**config.mk**
```make
export PLATFORM = sky130hd
export DESIGN_NAME = word_serializer
export DESIGN_NICKNAME = d
export VERILOG_FILES = /design/src/rtl/word_serializer_pkg.sv /design/src/rtl/word_serializer_hold.sv /design/src/rtl/word_serializer.sv
export SDC_FILE = /design/constraint.sdc
export NUM_CORES = 1
export LEC_CHECK = 0
export BUFFER_PORTS_ARGS = -buffer_cell sky130_fd_sc_hd__buf_2
export CAP_MARGIN = 15
export CORE_MARGIN = 4
export CORE_UTILIZATION = 58
export CTS_BUF_LIST = sky130_fd_sc_hd__clkbuf_4 sky130_fd_sc_hd__clkbuf_8
export DETAILED_ROUTE_END_ITERATION = 7
export PLACE_DENSITY = 0.92
export SKIP_LAST_GASP = 1
export SLEW_MARGIN = 20
export SYNTH_ARGS = -nofsm -noshare
export SYNTH_HDL_FRONTEND = slang
export SYNTH_HIERARCHICAL = 1
export SYNTH_SLANG_ARGS = --single-unit
```
**constraint.sdc**
```tcl
create_clock -name sender_clock -period 2.2 [get_ports sender_clock]
set_clock_uncertainty 0.15 [all_clocks]
set_input_delay 0.33 -clock sender_clock [delete_from_list [all_inputs] [get_ports sender_clock]]
set_output_delay 0.33 -clock sender_clock [all_outputs]
set_load 0.02 [all_outputs]
```
**src/rtl/word_serializer_pkg.sv**
```systemverilog
// Shared types for the word serializer: lane count, lane index and FSM state.
package word_serializer_pkg;

    localparam int BYTES_PER_WORD = 4;

    typedef logic [1:0] lane_index_t;

    typedef enum logic {
        IDLE  = 1'b0,
        SHIFT = 1'b1
    } state_t;

endpackage

```
**src/rtl/word_serializer_hold.sv**
```systemverilog
// Single-entry holding register in front of the shifter. It is filled by
// the input handshake and emptied when the FSM moves the word into the shifter.
module word_hold_buffer
    import word_serializer_pkg::*;
#(
    parameter int DATA_WIDTH = 8
) (
    input  logic                                       sender_clock,
    input  logic                                       sender_reset_n,
    input  logic [BYTES_PER_WORD-1:0][DATA_WIDTH-1:0]  word_in,
    input  logic                                       capture,
    input  logic                                       load,
    output logic [BYTES_PER_WORD-1:0][DATA_WIDTH-1:0]  hold_word,
    output logic                                       hold_valid
);

    // capture and load are never both high: capture needs an empty buffer, load a full one.
    always_ff @(posedge sender_clock) begin
        if (!sender_reset_n) begin
            hold_valid <= 1'b0;
            hold_word  <= '0;
        end else if (capture) begin
            hold_valid <= 1'b1;
            hold_word  <= word_in;
        end else if (load) begin
            hold_valid <= 1'b0;
        end
    end

endmodule

```
**src/rtl/word_serializer.sv**
```systemverilog
// Splits 4-lane words into DATA_WIDTH beats (lane 0 first) for the async fifo.
// Optional words_sent counter is built in when WORD_SERIALIZER_COUNT_EN is defined.
//
//   state | meaning
//   ------+-------------------------------------------------------------
//   IDLE  | shifter empty; waiting for the hold buffer to fill
//   SHIFT | emitting shift_word[lane_index], one beat per unstalled cycle
module word_serializer
    import word_serializer_pkg::*;
#(
    parameter int DATA_WIDTH      = 8,
    parameter int POINTER_WIDTH   = 8,
    parameter int FIFO_HIGH_WATER = (2**POINTER_WIDTH) - 4
) (
    input  logic                                       sender_clock,
    input  logic                                       sender_reset_n,
    input  logic [BYTES_PER_WORD-1:0][DATA_WIDTH-1:0]  word_in,
    input  logic                                       word_in_valid,
    output logic                                       word_in_ready,
    input  logic [POINTER_WIDTH-1:0]                   fifo_used,
    output logic                                       data_out_enable,
    output logic [DATA_WIDTH-1:0]                      data_out,
    output logic                                       busy
`ifdef WORD_SERIALIZER_COUNT_EN
    ,
    output logic [31:0]                                words_sent
`endif
);

    localparam logic [POINTER_WIDTH-1:0] HIGH_WATER = FIFO_HIGH_WATER[POINTER_WIDTH-1:0];

    state_t                                     state;
    state_t                                     state_next;
    lane_index_t                                lane_index;
    lane_index_t                                lane_next;
    logic [BYTES_PER_WORD-1:0][DATA_WIDTH-1:0]  shift_word;
    logic [BYTES_PER_WORD-1:0][DATA_WIDTH-1:0]  hold_word;
    logic                                       hold_valid;
    logic                                       capture;
    logic                                       load_shift;
    logic                                       beat_fire;
    logic                                       stall;

    assign stall   = (fifo_used >= HIGH_WATER);
    assign capture = word_in_valid && word_in_ready;

    word_hold_buffer #(
        .DATA_WIDTH (DATA_WIDTH)
    ) u_hold (
        .sender_clock   (sender_clock),
        .sender_reset_n (sender_reset_n),
        .word_in        (word_in),
        .capture        (capture),
        .load           (load_shift),
        .hold_word      (hold_word),
        .hold_valid     (hold_valid)
    );

    always_ff @(posedge sender_clock) begin
        if (!sender_reset_n) begin
            state           <= IDLE;
            lane_index      <= '0;
            shift_word      <= '0;
            data_out        <= '0;
            data_out_enable <= 1'b0;
        end else begin
            state           <= state_next;
            lane_index      <= lane_next;
            data_out_enable <= beat_fire;
            if (beat_fire) begin
                data_out <= shift_word[lane_index];
            end
            if (load_shift) begin
                shift_word <= hold_word;
            end
        end
    end

    // A stall on the lane-3 cycle defers the reload along with the beat.
    always_comb begin
        state_next = state;
        load_shift = 1'b0;
        case (state)
            IDLE: begin
                if (hold_valid) begin
                    state_next = SHIFT;
                    load_shift = 1'b1;
                end
            end
            SHIFT: begin
                if (!stall && lane_index == 2'd3) begin
                    if (hold_valid) begin
                        load_shift = 1'b1;
                    end else begin
                        state_next = IDLE;
                    end
                end
            end
            default: state_next = IDLE;
        endcase
    end

    // lane_index only returns to 0 through a load; it parks at 3 when going idle.
    always_comb begin
        beat_fire     = (state == SHIFT) && !stall;
        busy          = hold_valid || (state == SHIFT);
        word_in_ready = sender_reset_n && !hold_valid;
        lane_next     = lane_index;
        if (load_shift) begin
            lane_next = '0;
        end else if (beat_fire && lane_index != 2'd3) begin
            lane_next = lane_index + 2'd1;
        end
    end

`ifdef WORD_SERIALIZER_COUNT_EN
    always_ff @(posedge sender_clock) begin
        if (!sender_reset_n) begin
            words_sent <= '0;
        end else if (beat_fire && lane_index == 2'd3) begin
            words_sent <= words_sent + 32'd1;
        end
    end
`endif

endmodule

```
Word level (Yosys, flattened, before mapping)
Cells that the tools add are included.

word-level totals
  register bits = 77
  logic and storage cells = 39

operators by class
  $add $sub $neg = 1
  $lt $le $gt $ge = 2
  equal/unequal tests = 2
  muxes and demuxes = 9
  bitwise operators = 2
  reductions and logical operators = 10

operator list
  cell                                                         number
  binary-select mux 8 bit (select 2 bit)                       1
  >= comparator 8 bit (second input constant)                  1
  2-to-1 mux 8 bit                                             1
  logical AND 1 bit                                            5
  2-to-1 mux 1 bit                                             5
  one-hot mux 1 bit (2 select lines)                           2
  less-than comparator 2 x 3 -> 1 bit (second input constant)  1
  adder 2 x 1 -> 2 bit (second input constant)                 1
  == test 2 bit (second input constant)                        1
  logical NOT 1 bit                                            2
  != test 2 bit (second input constant)                        1
  NOT 1 bit                                                    2
  nonzero test 2 bit                                           1
  OR reduction 2 bit                                           1
  logical OR 1 bit                                             1

Depth between registers and ports, before layout
Gate-level depths: netlist of the first run.

  depth after elaboration = 7
  depth in mapped cells = 6

Hierarchy
Netlist of the first run, hierarchy kept.

modules (own cells, without submodules)
  module            instances  cells an instance  area each (sq um)  sequential area each (sq um)
  word_serializer   1          224                2104.5             880.8
  word_hold_buffer  1          106                1277.5             660.6

Worst setup path before layout of the first run
No wires, ideal clock.

  path kind = register to register
  start point = reg lane_index[0]
  end point = reg u_hold.hold_valid
  data arrival time = 1.535 ns
  required time = 1.935 ns
  slack = 0.401 ns
  stages on the path, launching flop included = 7
  buffers on the path = 1
  cell sequence = dfxtp_1 ha_1 nor2b_1 a311oi_4 buf_6 nor2b_1 o21a_1

between the ends
  longest elaborated chain between the ends = 5

ends and longest elaborated chain
  what                                 RTL line                    source
  from (decl)                          word_serializer.sv:34       lane_index_t lane_index;
  from (signal assigned)               word_serializer.sv:68       lane_index <= lane_next;
  == test 2 bit                        word_serializer.sv:91       if (!stall && lane_index == 2'd3) begin
  logical AND 1 bit                    word_serializer.sv:91
  2-to-1 mux 1 bit                     word_serializer.sv:91
  one-hot mux 1 bit (2 select lines)   word_serializer.sv:83       case (state)
  named net load_shift                 word_serializer.sv:40       logic load_shift;
  nonzero test 2 bit (no source line)  n/a
  to (signal assigned)                 word_serializer_hold.sv:20  hold_valid <= 1'b0;
  to (signal assigned)                 word_serializer_hold.sv:23  hold_valid <= 1'b1;
  to (signal assigned)                 word_serializer_hold.sv:26  hold_valid <= 1'b0;
  to (decl)                            word_serializer_hold.sv:14  output logic hold_valid

The timed path passes the listed nets, and every way through them passes these cells.
A chain may end at the register's enable or synchronous reset.

Final worst setup path of the first run
  start point = reg state
  end point = out busy

between the ends
  longest elaborated chain between the ends = 1

ends and longest elaborated chain
  what                    RTL line                source
  from (decl)             word_serializer.sv:32   state_t state;
  from (signal assigned)  word_serializer.sv:67   state <= state_next;
  logical OR 1 bit        word_serializer.sv:106  busy = hold_valid || (state == SHIFT);
  to (decl)               word_serializer.sv:23   output logic busy

No other way between the ends.

==> results by group, run 1 <==
Outcome
  – Run status: complete, no violations

Synthesis
  – Dominant cells by area after synthesis: dfxtp_1 46%, mux2i_1 19%, nand2_1 8.4%, nor2b_1 7.8%, mux4_2 5.3%
  – Net Count, Synth: 374
  – Ys Warns: 6
  – Fraction of registers with async set/reset: 0
  – Syn Inst Count: between 300 and 400
  – Flops & latches, synth: 77
  – Cell with the most instances after synthesis: dfxtp_1
  – Netlist cell types: 28
  – Top_reg_cell synth: dfxtp_1
  – Syn avg cell area: between 10 and 15 µm²
  – Share of the synthesized area in the top cell type: 0.456
  – Most instantiated cells after synthesis: 77 x dfxtp_1, 76 x nand2_1, 64 x mux2i_1, 42 x nor2b_1, 14 x clkbuf_1
  – Yosys top cell by area: dfxtp_1
  – Post-synth EDFFs: 0
  – Synthesized area: around 3400 µm²
  – Register area share after synthesis: 0.456

Cells and area
  – Final nets: 421
  – Ant diodes: 0
  – Area growth syn-to-layout: 12.7%
  – Share of layout cells above drive strength 1: 0.228
  – Fillcell total: 422
  – Non-Filler Instances: 453

Floorplanning
  – Die Ht: 84.4 µm
  – Initial core utilization: 0.607
  – I/O Pins: 54
  – Die W: about 84 µm
  – CORE AREA: 5570 µm²
  – Die ar.: 7120 µm²
  – Row count: 27

Worst hold path
  – HP Class: in -> reg

Critical path
  – Setup crit end kind: primary output
  – Critical Path Source Type: register
  – WS Path Type: reg -> out
  – Crit path cell chain: buf_4 > or2_2 > buf_2
  – Crit-path max FO: 14
  – CP max stage cell: dfxtp_1
  – CP arrival: 1.33 ns
  – CP required: 1.72 ns
  – CP peak stage delay: 0.32 ns

Routing
  – Routed vias: 2,476
  – Vias per cell: approximately 5.5
  – Post-route DRC: 0
  – Initial DRC Count: 130
  – Routed WL: 6740 µm
  – Antenna Nets Post-Route: 0
  – First-pass DRT Iterations: 4
  – Wire per inst: 14.9 µm

Placement
  – Port bufs: about 50
  – Routability Congestion: around 0.86
  – HPWL after DPL: between 4000 and 5000 µm
  – Placed Instances: 438

Timing
  – Setup tns final: 0 ns
  – Fin. max-slew vios: 0
  – RSZ-0062 raised after global routing: false
  – Actual slew at the worst max-slew pin: between 0.4 and 0.5 ns
  – Final Hold Vio Count: 0
  – Max Freq: 0.552 GHz
  – Tcrit/Tclk final: 0.823
  – Post-layout min period: 1.81 ns
  – Setup violators final: 0
  – Max-Slew Margin vs Limit: 0.706

Clock network
  – CTS Buf Count: 9
  – Latest clock arrival within the worst-skew pair: 0.34 ns
  – Post-CTS Setup Repair Bufs: 0
  – CTS max path bufs: 2
  – CTS Root Cell: clkbuf_8
  – Hold_buf cts: 0
  – Clk sink count: 77
  – CTS tree: built
  – Clock slew at reported path FFs: 0.07 ns
  – H-Tree Depth: 3
  – PostCTS Resize Cnt: 0

Power
  – VDD IR max: 397 µV
  – Power per cell area: 709 nW/µm²
  – Static Leak: approximately 0.0014 µW

GRT
  – GRT overflow: 0
  – First-pass GRT wire length: 11,000 µm
  – Largest net degree at the start of global routing: 61
  – Overall routing resource usage: 0.192
  – Number of global-route vias before repair: 2,375
  – Antenna violations before repair: 0

Flow run
  – Total of max-cap violations: 0
[logic make-up (layout without fill, tap and decap cells)]
kind of cell / count (synthesis) / count (layout) / synth area share
AO/OA/AOI/OAI: 16 / 16 / 0.0477
AND/OR/NAND/NOR: 137 / 137 / 0.194
adder cells (fa/ha/maj): 1 / 1 / 0.00370
multiplexers: 72 / 72 / 0.243
buffers and inverters: 27 / 78 / 0.0559
flip-flops: 77 / 77 / 0.456
[stage by stage]
| stage | power (µW) | area (µm²) | worst slack, ns | hold WS [ns] | util |
|---|---|---|---|---|---|
| 2_1_floorplan | 1700 | 3380 | 0.401 | 0.282 | - |
| 3_3_place_gp | 1770 | 3640 | 0.428 | 0.291 | 0.653 |
| 3_5_place_dp | 1780 | 3640 | 0.385 | 0.300 | 0.653 |
| 4_1_cts | 2720 | 3810 | 0.376 | 0.0810 | 0.684 |
| 5_1_grt | 2810 | 3810 | 0.319 | 0.0811 | 0.684 |
| 6_report | 2700 | 3810 | 0.389 | 0.0968 | 0.684 |
[final timing paths]
check / depth (start not counted) / startpoint / endpoint / slack [ns]
max: 3 / state$_SDFF_PN0_ / busy / 0.39
min: 3 / word_in[27] / u_hold/hold_word[27]$_SDFFE_PN0P_ / 0.1
max reg2reg: 5 / lane_index[0]$_SDFFE_PP0P_ / shift_word[28]$_SDFFE_PN0P_ / 0.42
min reg2reg: 2 / shift_word[4]$_SDFFE_PN0P_ / shift_word[4]$_SDFFE_PN0P_ / 0.31
[layout by cell type, fill, tap and decap left out]
| cell | Yosys | routed |
|---|---|---|
| a311oi_1 | 1 | 1 |
| nor3_1 | 10 | 10 |
| clkbuf_4 | 0 | 3 |
| buf_2 | 1 | 51 |
| nor2_1 | 1 | 1 |
| mux4_2 | 8 | 8 |
| and2_1 | 1 | 1 |
| buf_12 | 3 | 2 |
| nand4_1 | 2 | 2 |
| a31oi_1 | 1 | 1 |
| nor3b_1 | 1 | 1 |
| a311oi_4 | 1 | 1 |
| clkinv_2 | 0 | 2 |
| o2111ai_1 | 1 | 1 |
| buf_4 | 0 | 6 |
| and3_2 | 0 | 1 |
| and4_4 | 1 | 1 |
| o21ai_0 | 1 | 1 |
| nor2b_1 | 42 | 42 |
| a21oi_2 | 1 | 1 |
| clkbuf_8 | 0 | 10 |
| a221o_1 | 9 | 9 |
| nand2_1 | 76 | 76 |
| inv_1 | 4 | 4 |
| or2_2 | 1 | 1 |
| dfxtp_1 | 77 | 77 |
| nand3_1 | 1 | 1 |
| ha_1 | 1 | 1 |
| o21a_1 | 1 | 1 |
| mux2i_1 | 64 | 64 |
[layer usage]
metal | share of wire | global-route usage | routed length [µm] | vias up
li1 | - | - | - | 1223
met1 | 0.45 | 0.255 | 3040 | 1164
met2 | 0.47 | 0.289 | 3140 | 73
met3 | 0.064 | 0.0618 | 433 | 16
met4 | 0.018 | 0.0806 | 124 | 0
met5 | 0 | 0 | 0 | -
[critical path: cells and delay by family (launching register included)]
kind | cells | cell delay [ns]
and+or+nand+nor | 1 | 0.32
DFF | 1 | 0.32
buffers and inverters | 2 | 0.36
[registers in the layout, summed over array words and instances, names as in the netlist]
signal and count:
lane_index 2, data_out_enable 1, state 1, u_hold/hold_valid 1
data_out 8, u_hold/hold_word 32, shift_word 32
[cell type report]
class,instances,area (µm²),share of cell area
multi-input cells,226,1650,0.434
flip-flops and latches,77,1540,0.405
repair buffers,59,340,0.0893
clock buffers,13,160,0.0420
well taps,72,90.1,0.0236
inverters,4,15.0,0.00394
clock inverters,2,10.0,0.00263
[report_power, final]
group          switching (µW)  total (µW)  internal [µW]
Clock                     484         953            470
Combinational             152         285            133
Sequential               25.0        1460           1440
Note: power is estimated with default switching activity, not from simulation.
==> inputs of run 2 (changes only) <==
==> constraint.sdc (replaced) <==
create_clock -name sender_clock -period 1.75 [get_ports sender_clock]
set_clock_uncertainty 0.15 [all_clocks]
set_input_delay 0.2625 -clock sender_clock [delete_from_list [all_inputs] [get_ports sender_clock]]
set_output_delay 0.2625 -clock sender_clock [all_outputs]
set_load 0.02 [all_outputs]
==> run 2 against run 1 <==
Net effect:
- power rose by 27%
- register-to-register slack lost 0.40 ns
- flip-flop and latch count is the same
- die area unchanged
- critical path type is now reg -> reg
==> results by group, run 2 (synthesis results as in run 1) <==
GRT
  – Largest net degree at the start of global routing: 70 (was 61)
  – GRT overflow: 0 (unchanged)
  – First-pass GRT wire length: 12,000 µm (was 11,000 µm)
  – Antenna violations before repair: 0 (unchanged)
  – Overall routing resource usage: 0.211 (was 0.192)
  – Number of global-route vias before repair: 2,502 (was 2,375)

Power
  – Total power: 3420 µW (was 2700 µW)
  – Static Leak: 0.00147 µW (was 0.00144 µW)
  – VDD IR max: 611 µV (was 397 µV)
  – Power per cell area: 878 nW/µm² (was 709 nW/µm²)

Timing
  – Max-Slew Margin vs Limit: 0.681 (was 0.706)
  – Tcrit/Tclk final: 0.991
  – Max Freq: 0.577 GHz
  – Actual slew at the worst max-slew pin: 0.478 ns (was 0.440 ns)
  – Fin. max-slew vios: 0 (unchanged)
  – RSZ-0062 raised after global routing: true (was false)
  – PnR worst setup slack: 0.0160 ns (was 0.389 ns)
  – Post-layout min period: 1.73 ns
  – Setup violators final: 0 (unchanged)
  – Final Hold Vio Count: 0 (unchanged)
  – Setup tns final: 0 ns (unchanged)

Routing
  – Routed WL: 7310 µm (was 6740 µm)
  – Initial DRC Count: 209 (was 130)
  – Post-route DRC: 0 (unchanged)
  – Routed vias: 2,558 (was 2,476)
  – Antenna Nets Post-Route: 0 (unchanged)
  – Vias per cell: 5.61 (was 5.47)
  – First-pass DRT Iterations: 4 (unchanged)
  – Wire per inst: 16.0 µm (was 14.9 µm)

Floorplanning
  – Initial core utilization: 0.607 (unchanged)
  – Row count: 27 (unchanged)
  – Die ar.: 7120 µm² (unchanged)
  – Die W: 84.4 µm (unchanged)
  – Die Ht: 84.4 µm (unchanged)
  – I/O Pins: 54 (unchanged)
  – CORE AREA: 5570 µm² (unchanged)

Cells and area
  – Share of layout cells above drive strength 1: 0.242 (was 0.228)
  – Most frequent cells in the layout: 76 x nand2_1, 75 x dfxtp_1, 63 x mux2i_1 (was 77 x dfxtp_1, 76 x nand2_1, 64 x mux2i_1)
  – Most common cell after layout, fill and taps aside: nand2_1 (was dfxtp_1)
  – Area growth syn-to-layout: 15.2% (was 12.7%)
  – Final nets: 424 (was 421)
  – Fillcell total: 396 (was 422)
  – Ant diodes: 0 (unchanged)
  – Largest regs: shift_word: 32 flops, u_hold/hold_word: 32 flops, data_out: 8 flops (unchanged)

Critical path
  – Crit path cell chain: ha_1 > nor2b_1 > a311oi_4 > buf_6 > clkbuf_16 > mux2i_1 (was buf_4 > or2_2 > buf_2)
  – CP required: 1.87 ns (was 1.72 ns)
  – Setup crit end kind: register (was primary output)
  – CP arrival: 1.85 ns (was 1.33 ns)
  – Crit-path max FO: 16 (was 14)
  – WS Path Type: reg -> reg (was reg -> out)
  – CP peak stage delay: 0.36 ns (was 0.32 ns)
  – CP max stage cell: dfxtp_2 (was dfxtp_1)
  – Critical Path Source Type: register (unchanged)

Outcome
  – Run status: complete, no violations (unchanged)

Placement
  – Routability Congestion: 0.814 (was 0.860)
  – HPWL after DPL: 4950 µm (was 4600 µm)
  – DP Worst Slack: 0.00600 ns (was 0.385 ns)
  – Port bufs: 51 (unchanged)

Clock network
  – Clk sink count: 77 (unchanged)
  – Latest clock arrival within the worst-skew pair: 0.35 ns (was 0.34 ns)
  – H-Tree Depth: 3 (unchanged)
  – CTS Root Cell: clkbuf_8 (unchanged)
  – Clock slew at reported path FFs: 0.08 ns (was 0.07 ns)
  – CTS max path bufs: 2 (unchanged)
  – Hold_buf cts: 0 (unchanged)
  – CTS Buf Count: 9 (unchanged)
  – CTS tree: built (unchanged)

Flow run
  – Total of max-cap violations: 0 (unchanged)

Worst hold path
  – HP Class: in -> reg (unchanged)
run 2: cell count changes in the layout (fill, tap and decap cells not counted), sizes merged:
cell	previous run	this run
clkbuf	13	14
buf	59	61
run 2: final cells by class:
class / instances / area [µm²] / share of cell area
tap: 72 / 90.1 / 0.0231
inverter: 4 / 15.0 / 0.00385
sequential: 77 / 1550 / 0.397
timing repair buffer: 62 / 419 / 0.108
clock inverter: 2 / 10.0 / 0.00257
clock buffer: 13 / 160 / 0.0411
multi-input combinational: 226 / 1660 / 0.425
run 2: final timing paths:
check | start | to | slack (ns) | cells after the start
max | lane_index[0]$_SDFFE_PP0P_ | shift_word[27]$_SDFFE_PN0P_ | 0.02 | 6
max reg2reg | lane_index[0]$_SDFFE_PP0P_ | shift_word[27]$_SDFFE_PN0P_ | 0.02 | 6
min | word_in[28] | u_hold/hold_word[28]$_SDFFE_PN0P_ | 0.02 | 3
min reg2reg | shift_word[12]$_SDFFE_PN0P_ | shift_word[12]$_SDFFE_PN0P_ | 0.31 | 2
run 2: routing by layer:
layer / vias up / share of wire / track usage / wire length (µm)
li1: 1233 / - / - / -
met1: 1218 / 0.42 / 0.267 / 3060
met2: 91 / 0.49 / 0.337 / 3610
met3: 16 / 0.058 / 0.0393 / 427
met4: 0 / 0.029 / 0.121 / 214
met5: - / 0 / 0 / 0
run 2: timing repair:
| action | CTS | global route |
|---|---|---|
| setup endpoints to repair | 4 | 34 |
| pin swaps | 0 | 1 |
| setup buffers | 0 | 2 |
| resized for setup | 3 | 5 |
| cloned | 0 | 1 |
run 2: report_power, final:
| part | switching (µW) | internal, µW |
|---|---|---|
| Combinational | 197 | 191 |
| Sequential | 34.9 | 1810 |
| Clock | 600 | 590 |
| Total | 832 | 2590 |
run 2: metrics by stage:
stage | std cells | hold WS, ns | utilization | instance area, µm²
floorplan | 330 | 0.241 | - | 3380
global placement | 438 | 0.292 | 0.657 | 3660
detailed placement | 438 | 0.301 | 0.657 | 3660
CTS | 453 | 0.00715 | 0.689 | 3840
global route | 456 | 0.0300 | 0.699 | 3900
finish | 456 | 0.0236 | 0.699 | 3900
run 2: worst max-delay path: cells and delay by family (launching register included):
family | cells | cell delay (ns)
adders and majority gates | 1 | 0.18
muxes | 1 | 0.23
AOI/OAI and AO/OA | 1 | 0.27
buffers and inverters | 2 | 0.37
and+or+nand+nor | 1 | 0.09
DFF | 1 | 0.36
